<file path="config.mk">
export PLATFORM = sky130hd
export DESIGN_NAME = jk_register_bank
export DESIGN_NICKNAME = d
export VERILOG_FILES = /design/src/rtl/jk_bank_pkg.sv /design/src/rtl/jk_cell.sv /design/src/rtl/jk_register_bank.sv
export SDC_FILE = /design/constraint.sdc
export NUM_CORES = 1
export LEC_CHECK = 0
export ABC_AREA = 1
export CAP_MARGIN = 10
export CORE_UTILIZATION = 33
export DETAILED_ROUTE_END_ITERATION = 8
export MAX_ROUTING_LAYER = met4
export PLACE_DENSITY = 0.65
export SYNTH_ARGS = -nofsm -noshare
export SYNTH_HDL_FRONTEND = slang
export SYNTH_SLANG_ARGS = --single-unit
</file>
<file path="constraint.sdc">
create_clock -name CLK -period 4.2 [get_ports CLK]
set_input_delay 0.42 -clock CLK [delete_from_list [all_inputs] [get_ports CLK]]
set_output_delay 0.42 -clock CLK [all_outputs]
set_load 0.03 [all_outputs]
</file>
<file path="src/rtl/jk_bank_pkg.sv">
// rtl/jk_bank_pkg.sv - shared mode encodings for the JK register bank
package jk_bank_pkg;

  // Global next-state function selected by MODE
  typedef enum logic [1:0] {
    MODE_JK    = 2'd0,
    MODE_D     = 2'd1,
    MODE_T     = 2'd2,
    MODE_COUNT = 2'd3
  } mode_e;

  // True when the given raw MODE value selects the counter
  function automatic logic is_count_mode(input logic [1:0] mode);
    return mode_e'(mode) == MODE_COUNT;
  endfunction

endpackage

</file>
<file path="src/rtl/jk_cell.sv">
// rtl/jk_cell.sv - single state bit with sync reset, clear/set override and enable
module jk_cell
  import jk_bank_pkg::*;
(
  input  logic clk,
  input  logic rst,
  input  logic ce,
  input  logic set,
  input  logic clr,
  input  logic next_bit,
  input  logic reset_bit,
  output logic q
);

  // Reset beats clear, clear beats set, forced bits ignore the enable
  always_ff @(posedge clk) begin
    if (rst) begin
      q <= reset_bit;
    end else if (clr) begin
      q <= 1'b0;
    end else if (set) begin
      q <= 1'b1;
    end else if (ce) begin
      q <= next_bit;
    end
  end

endmodule

</file>
<file path="src/rtl/jk_register_bank.sv">
// rtl/jk_register_bank.sv - bank of JK flops with JK/D/T/counter modes and terminal count pulse
module jk_register_bank
  import jk_bank_pkg::*;
#(
  parameter int               WIDTH       = 4,
  parameter logic [WIDTH-1:0] RESET_VALUE = '0,
  parameter bit               NEG_EDGE    = 1'b1
) (
  input  logic             CLK,
  input  logic             RST,
  input  logic             CE,
  input  logic [1:0]       MODE,
  input  logic [WIDTH-1:0] J,
  input  logic [WIDTH-1:0] K,
  input  logic [WIDTH-1:0] SET,
  input  logic [WIDTH-1:0] CLR,
  output logic [WIDTH-1:0] Q,
  output logic [WIDTH-1:0] QN,
  output logic             TC
);

  // Every register in the bank updates on the posedge of this clock, so the
  // falling-edge variant is just the inverted input clock.
  logic clk_int;
  assign clk_int = NEG_EDGE ? ~CLK : CLK;

  logic [WIDTH-1:0] next_q;
  logic             up;
  logic             down;
  logic             wrap;
  logic             tc_next;

  // Mode decode: candidate next state for bits not forced by SET/CLR
  always_comb begin
    next_q = Q;
    wrap   = 1'b0;
    up     = J[0] & ~K[0];
    down   = ~J[0] & K[0];
    case (mode_e'(MODE))
      MODE_JK: next_q = (J & ~Q) | (~K & Q);
      MODE_D:  next_q = J;
      MODE_T:  next_q = Q ^ J;
      MODE_COUNT: begin
        if (up) begin
          next_q = Q + WIDTH'(1);
          wrap   = &Q;
        end else if (down) begin
          next_q = Q - WIDTH'(1);
          wrap   = ~|Q;
        end
      end
      default: next_q = Q;
    endcase
  end

  // A wrap only counts as terminal when no bit is being forced
  always_comb begin
    tc_next = CE & is_count_mode(MODE) & ~|SET & ~|CLR & wrap;
  end

  // Terminal-count pulse, one cycle after the wrapping edge
  always_ff @(posedge clk_int) begin
    if (RST) begin
      TC <= 1'b0;
    end else begin
      TC <= tc_next;
    end
  end

  for (genvar i = 0; i < WIDTH; i++) begin : g_cell
    jk_cell u_cell (
      .clk       (clk_int),
      .rst       (RST),
      .ce        (CE),
      .set       (SET[i]),
      .clr       (CLR[i]),
      .next_bit  (next_q[i]),
      .reset_bit (RESET_VALUE[i]),
      .q         (Q[i])
    );
  end

  assign QN = ~Q;

endmodule

</file>
==> impl_metrics.py, run 1 <==
metrics = {
    "outcome": {
        "status": "completed",
    },
    "floorplan": {
        "die_area_mm2": 0.00207,
        "start_util_pct": 35.8,
        "ioPinCount": 30,
        "core_mm2": 0.00175,
        "row_count": 15,
        "fp.dieH_um": 45.5,
        "dieWidth_um": 45.5,
    },
    "place": {
        "pre_cts_ws_ns": -0.0150,
        "place_congestion": 0.849,
        "io_buffers": 29,
        "place_hpwl_um": 1410,
    },
    "clocking": {
        "cts_buffer_depth": 2,
        "cts_tree": "built",
        "cts.sinks": 5,
        "clk_latency_ns": 0.31,
        "cts_max_level": 1,
        "cts_resized": 0,
        "cts_buffers": 3,
        "cts-hold-fix-buffers": 0,
        "clkTransAtPathRegs_ns": 0.04,
        "cts-root-buf": "clkbuf_4",
        "cts_setup_buffers": 0,
    },
    "critical_path": {
        "cp-end-kind": "primary output",
        "critical_path.max_stage_delay_ns": 0.70,
        "crit_chain": "inv_1 > clkdlybuf4s50_1",
        "required_ns": 3.78,
        "arrival_ns": 3.65,
        "worst-setup-path-type": "reg -> out",
        "startpoint_type": "register",
        "cp_max_fo": 6,
        "slowest_stage": "clkdlybuf4s50_1",
    },
    "route": {
        "ant_nets": 0,
        "drcViolationCount": 0,
        "dr.pass1.iters": 4,
        "drtIter0Drc": 7,
        "via_per_inst": 4.59,
        "via_count": 766,
        "routed_wl_um": 1710,
        "wl_per_cell_um": 10.2,
    },
    "global_routing": {
        "grt_pass1_vias": 707,
        "grt_max_degree": 7,
        "grt.overflow.total": 0,
        "grt_pass1_wl_um": 2820,
        "grt_usage_pct": 19.7,
        "antenna_found_initial": 0,
    },
    "synthesis": {
        "ys_types": 25,
        "yosysWarnings": 0,
        "synth.area.top_cells": "dfxtp_1, nand2_1, inv_1",
        "yosysTopAreaCellShare_pct": 16.0,
        "yosysTopAreaCell": "dfxtp_1",
        "syn_nets": 129,
        "synth_area_um2": 624,
        "ys_ff_latch": 5,
        "seq_area_frac_synth_pct": 16.0,
        "syn_avg_cell_area_um2": 5.95,
        "syn_inst": 105,
    },
    "finish": {
        "syn2layout_area_growth_pct": 58.1,
        "antenna_cells": 0,
        "fill_cells": 187,
        "finish.utilization_pct": 56.6,
        "drive_gt1_share_pct": 11.3,
        "final_cell_mix": "clkdlybuf4s50_1, nand2_1, inv_1",
        "mostFrequentLayoutCell": "clkdlybuf4s50_1",
        "final_nets": 167,
    },
    "power_and_ir_drop": {
        "power_w": 0.000214,
        "p_per_area_mw_per_mm2": 216,
        "p_leak_nw": 0.474,
        "vdd_drop_max_mv": 0.140,
    },
    "timing": {
        "setup_viol": 0,
        "slew_violations": 0,
        "grt_setup_unrepaired": "false",
        "setup_slack_ns": 0.130,
        "skew_ns": 0.00891,
        "relSlewSlack_pct": 79.3,
        "setup-tns-final_ns": 0,
        "hold_violations": 0,
        "worst_pin_slew_ns": 0.310,
    },
    "worst_hold_path": {
        "hold_path_class": "reg -> reg",
    },
    "run": {
        "drv_cap": 0,
    },
}
[synth_stat cells]
master and n:
nor4_1 2, nand2_1 22, inv_4 1, dfxtp_1 5, o211ai_1 1, nand3_2 1, o21ai_2 1, xor2_1 2
inv_1 15, nand2_2 1, nor2_1 15, ha_1 2, buf_4 4, o21bai_1 1, nand3_1 5, or2_2 3
a21oi_1 8, clkinv_2 1, o2bb2ai_1 1, nand4_1 2, fa_1 1, o21a_1 1, o21ai_0 8, nand2_4 1
xnor2_1 1
[sequential cells by signal (all words and copies together) (netlist names)]
name,count
TC,1
g_cell.u_cell.q,4
[layout make-up]
| cell class | count | area (µm²) | share of cell area [%] |
|---|---|---|---|
| Sequential cell | 5 | 100 | 10.1 |
| Tap cell | 25 | 31.3 | 3.17 |
| Inverter | 16 | 63.8 | 6.46 |
| Multi-Input combinational cell | 79 | 427 | 43.2 |
| Clock inverter | 6 | 22.5 | 2.28 |
| Timing Repair Buffer | 33 | 320 | 32.4 |
| Clock buffer | 3 | 22.5 | 2.28 |
[layer usage]
layer | global-route usage [%] | part of all wire, %
met3 | 7.54 | 7.0
met5 | - | 0
met1 | 24.6 | 49
met2 | 29.7 | 44
met4 | 4.24 | 0
[report_power, final]
part	total, W	internal (W)	switching, W
Combinational	0.0000879	0.0000433	0.0000446
Sequential	0.0000539	0.0000502	0.00000369
Clock	0.0000719	0.0000401	0.0000318
Total	0.000214	0.000134	0.0000801
[cell families after synthesis]
kind of cell,after synthesis,synth area share [%]
compound gates,21,19.2
buf+inv,21,15.6
xor+xnor,3,4.21
simple gates,52,37.7
fa+ha+maj,3,7.21
flops,5,16.0
[final timing paths]
| check | start | to | slack, ns | depth (start not counted) |
|---|---|---|---|---|
| setup / recovery | g_cell[1].u_cell.q | QN[1] | 0.13 | 2 |
| hold / removal | g_cell[1].u_cell.q | TC | 0.56 | 1 |
| setup reg to reg | g_cell[0].u_cell.q | g_cell[2].u_cell.q | 2.52 | 7 |
| hold reg to reg | g_cell[1].u_cell.q | TC | 0.56 | 1 |
[per-stage QoR]
step,hold WS (ns),std cells,area [µm²]
after floorplan,0.462,105,624
after global placement,0.542,159,946
after detailed placement,0.522,159,946
after CTS,0.546,167,987
after global routing,0.555,167,987
final,0.561,167,987
[worst max-delay path: cells and delay by family, from the launching register on]
| kind | cells | cell delay (ns) |
|---|---|---|
| flip-flops | 1 | 0.35 |
| buffers and inverters | 2 | 0.89 |
(Power assumes the default switching activity.)
==> run 2, diff against run 1 <==
==> constraint.sdc (replaced) <==
create_clock -name CLK -period 4.5 [get_ports CLK]
set_input_delay 0.45 -clock CLK [delete_from_list [all_inputs] [get_ports CLK]]
set_output_delay 0.45 -clock CLK [all_outputs]
set_load 0.03 [all_outputs]
==> impl_metrics.py, run 2 (synthesis results as in run 1) <==
metrics = {
    "critical_path": {
        "r2r_cells": 7,
        "r2r_slack_ns": 2.78,
        "required_ns": 4.05,
        "rr_startpoint": "g_cell[0].u_cell.q",
        "worst-setup-path-type": "reg -> out",
        "startpoint_type": "register",
        "regToRegEndpoint": "g_cell[2].u_cell.q",
        "arrival_ns": 3.79,
        "cp-startpoint": "g_cell[1].u_cell.q",
        "cp_max_fo": 6,
        "cp-endpoint": "QN[1]",
        "cp-end-kind": "primary output",
    },
    "finish": {
        "syn2layout_area_growth_pct": 54.5,
        "final_cell_mix": "clkdlybuf4s50_1, nand2_1, inv_1",
        "drive_gt1_share_pct": 9.35,
        "stdcell_count": 164,
        "finish.utilization_pct": 55.3,
        "fill_cells": 179,
        "mostFrequentLayoutCell": "clkdlybuf4s50_1",
        "largest_reg_flops": 4,
        "reg.largest.list": "g_cell.u_cell.q (4), TC (1)",
        "top_register": "g_cell.u_cell.q",
        "final_nets": 164,
        "antenna_cells": 0,
    },
    "global_routing": {
        "grt.overflow.total": 0,
        "antenna_found_initial": 0,
        "grt_usage_pct": 18.7,
        "grt_max_degree": 7,
        "grt_use_met1_pct": 20.4,
        "use_met2_pct": 30.0,
        "met3_usage_pct": 7.14,
        "grt_pass1_vias": 702,
        "busiest_layer": "met2",
        "grt_pass1_wl_um": 2660,
    },
    "power_and_ir_drop": {
        "p_per_area_mw_per_mm2": 207,
        "pwr-share-seq_pct": 25.2,
        "power_frac_clock_pct": 34.1,
        "comb_power_share_pct": 40.7,
        "intPower_w": 0.000123,
        "p_switching_w": 0.0000761,
        "vdd_drop_max_mv": 0.182,
        "swShare_pct": 38.2,
        "p_leak_nw": 0.460,
        "power_w": 0.000199,
    },
    "route": {
        "via_count": 789,
        "ant_nets": 0,
        "routed_wl_um": 1850,
        "drtIter0Drc": 17,
        "drcViolationCount": 0,
        "dr.pass1.iters": 4,
        "wl_per_cell_um": 11.3,
        "via_per_inst": 4.81,
    },
    "timing": {
        "setup_viol": 0,
        "slew_violations": 0,
        "relSlewSlack_pct": 78.6,
        "hold_violations": 0,
        "worst_pin_slew_ns": 0.320,
        "skew_ns": 0.00601,
        "finalHoldWorstSlack_ns": 0.568,
        "setup-tns-final_ns": 0,
        "grt_setup_unrepaired": "false",
    },
    "floorplan": {
        "die_area_mm2": 0.00207,
        "fp.dieH_um": 45.5,
        "core_mm2": 0.00175,
        "row_count": 15,
        "start_util_pct": 35.8,
        "ioPinCount": 30,
        "dieWidth_um": 45.5,
    },
    "clocking": {
        "cts_buffers": 3,
        "cts-root-buf": "clkbuf_4",
        "cts_resized": 0,
        "cts.sinks": 5,
        "cts_buffer_depth": 2,
        "cts_max_level": 1,
        "clkTransAtPathRegs_ns": 0.03,
        "clk_latency_ns": 0.31,
        "cts_setup_buffers": 0,
        "cts-hold-fix-buffers": 0,
        "cts_tree": "built",
    },
    "worst_hold_path": {
        "hold_path_class": "reg -> reg",
        "hold_path.startpoint": "g_cell[1].u_cell.q",
    },
    "run": {
        "drv_cap": 0,
    },
    "place": {
        "io_buffers": 29,
        "place_inst": 156,
        "place_hpwl_um": 1460,
        "place_congestion": 0.908,
    },
    "outcome": {
        "status": "completed",
    },
}
run 2: cell types whose count changed in the layout (fill, tap and decap cells not counted), sizes merged:
cell / previous run / this run
buf: 4 / 1
run 2: layout make-up:
type                            instances  area, µm²  area share (%)
Clock buffer                            3       22.5            2.33
Clock inverter                          6       22.5            2.33
Inverter                               16       63.8            6.61
Multi-Input combinational cell         79        427            44.2
Sequential cell                         5        100            10.4
Tap cell                               25       31.3            3.24
Timing Repair Buffer                   30        298            30.9
run 2: critical path, cell delays in order (launching register included):
cell and delay (ns):
dfxtp_1 0.34, inv_1 0.19, clkdlybuf4s50_1 0.70
run 2: how the worst min path moves through the flow:
stage               depth (start not counted)  end
global route                                1   TC
global placement                            1   TC
detailed placement                          1   TC
CTS                                         1   TC
floorplan                                   1   TC
finish                                      1   TC
run 2: stage by stage:
step | cell area (µm²) | worst slack [ns]
after global routing | 965 | 0.171
after CTS | 965 | 0.249
after global placement | 923 | 0.0424
final | 965 | 0.256
after floorplan | 624 | 0.606
after detailed placement | 923 | 0.0210
run 2: layer usage:
metal,wire length [µm],share of wire (%)
met5,0,0
met1,826,45
met4,17,0.92
met2,881,48
met3,126,6.8
run 2: power by group through the flow:
stage                     Combinational (W)  Sequential, W    Clock, W
final                             0.0000811      0.0000503   0.0000680
after global routing              0.0000894      0.0000506   0.0000733
after CTS                         0.0000813      0.0000503   0.0000708
after detailed placement          0.0000806      0.0000508  0.00000829
after global placement            0.0000801      0.0000509  0.00000829
after floorplan                   0.0000468      0.0000496  0.00000829
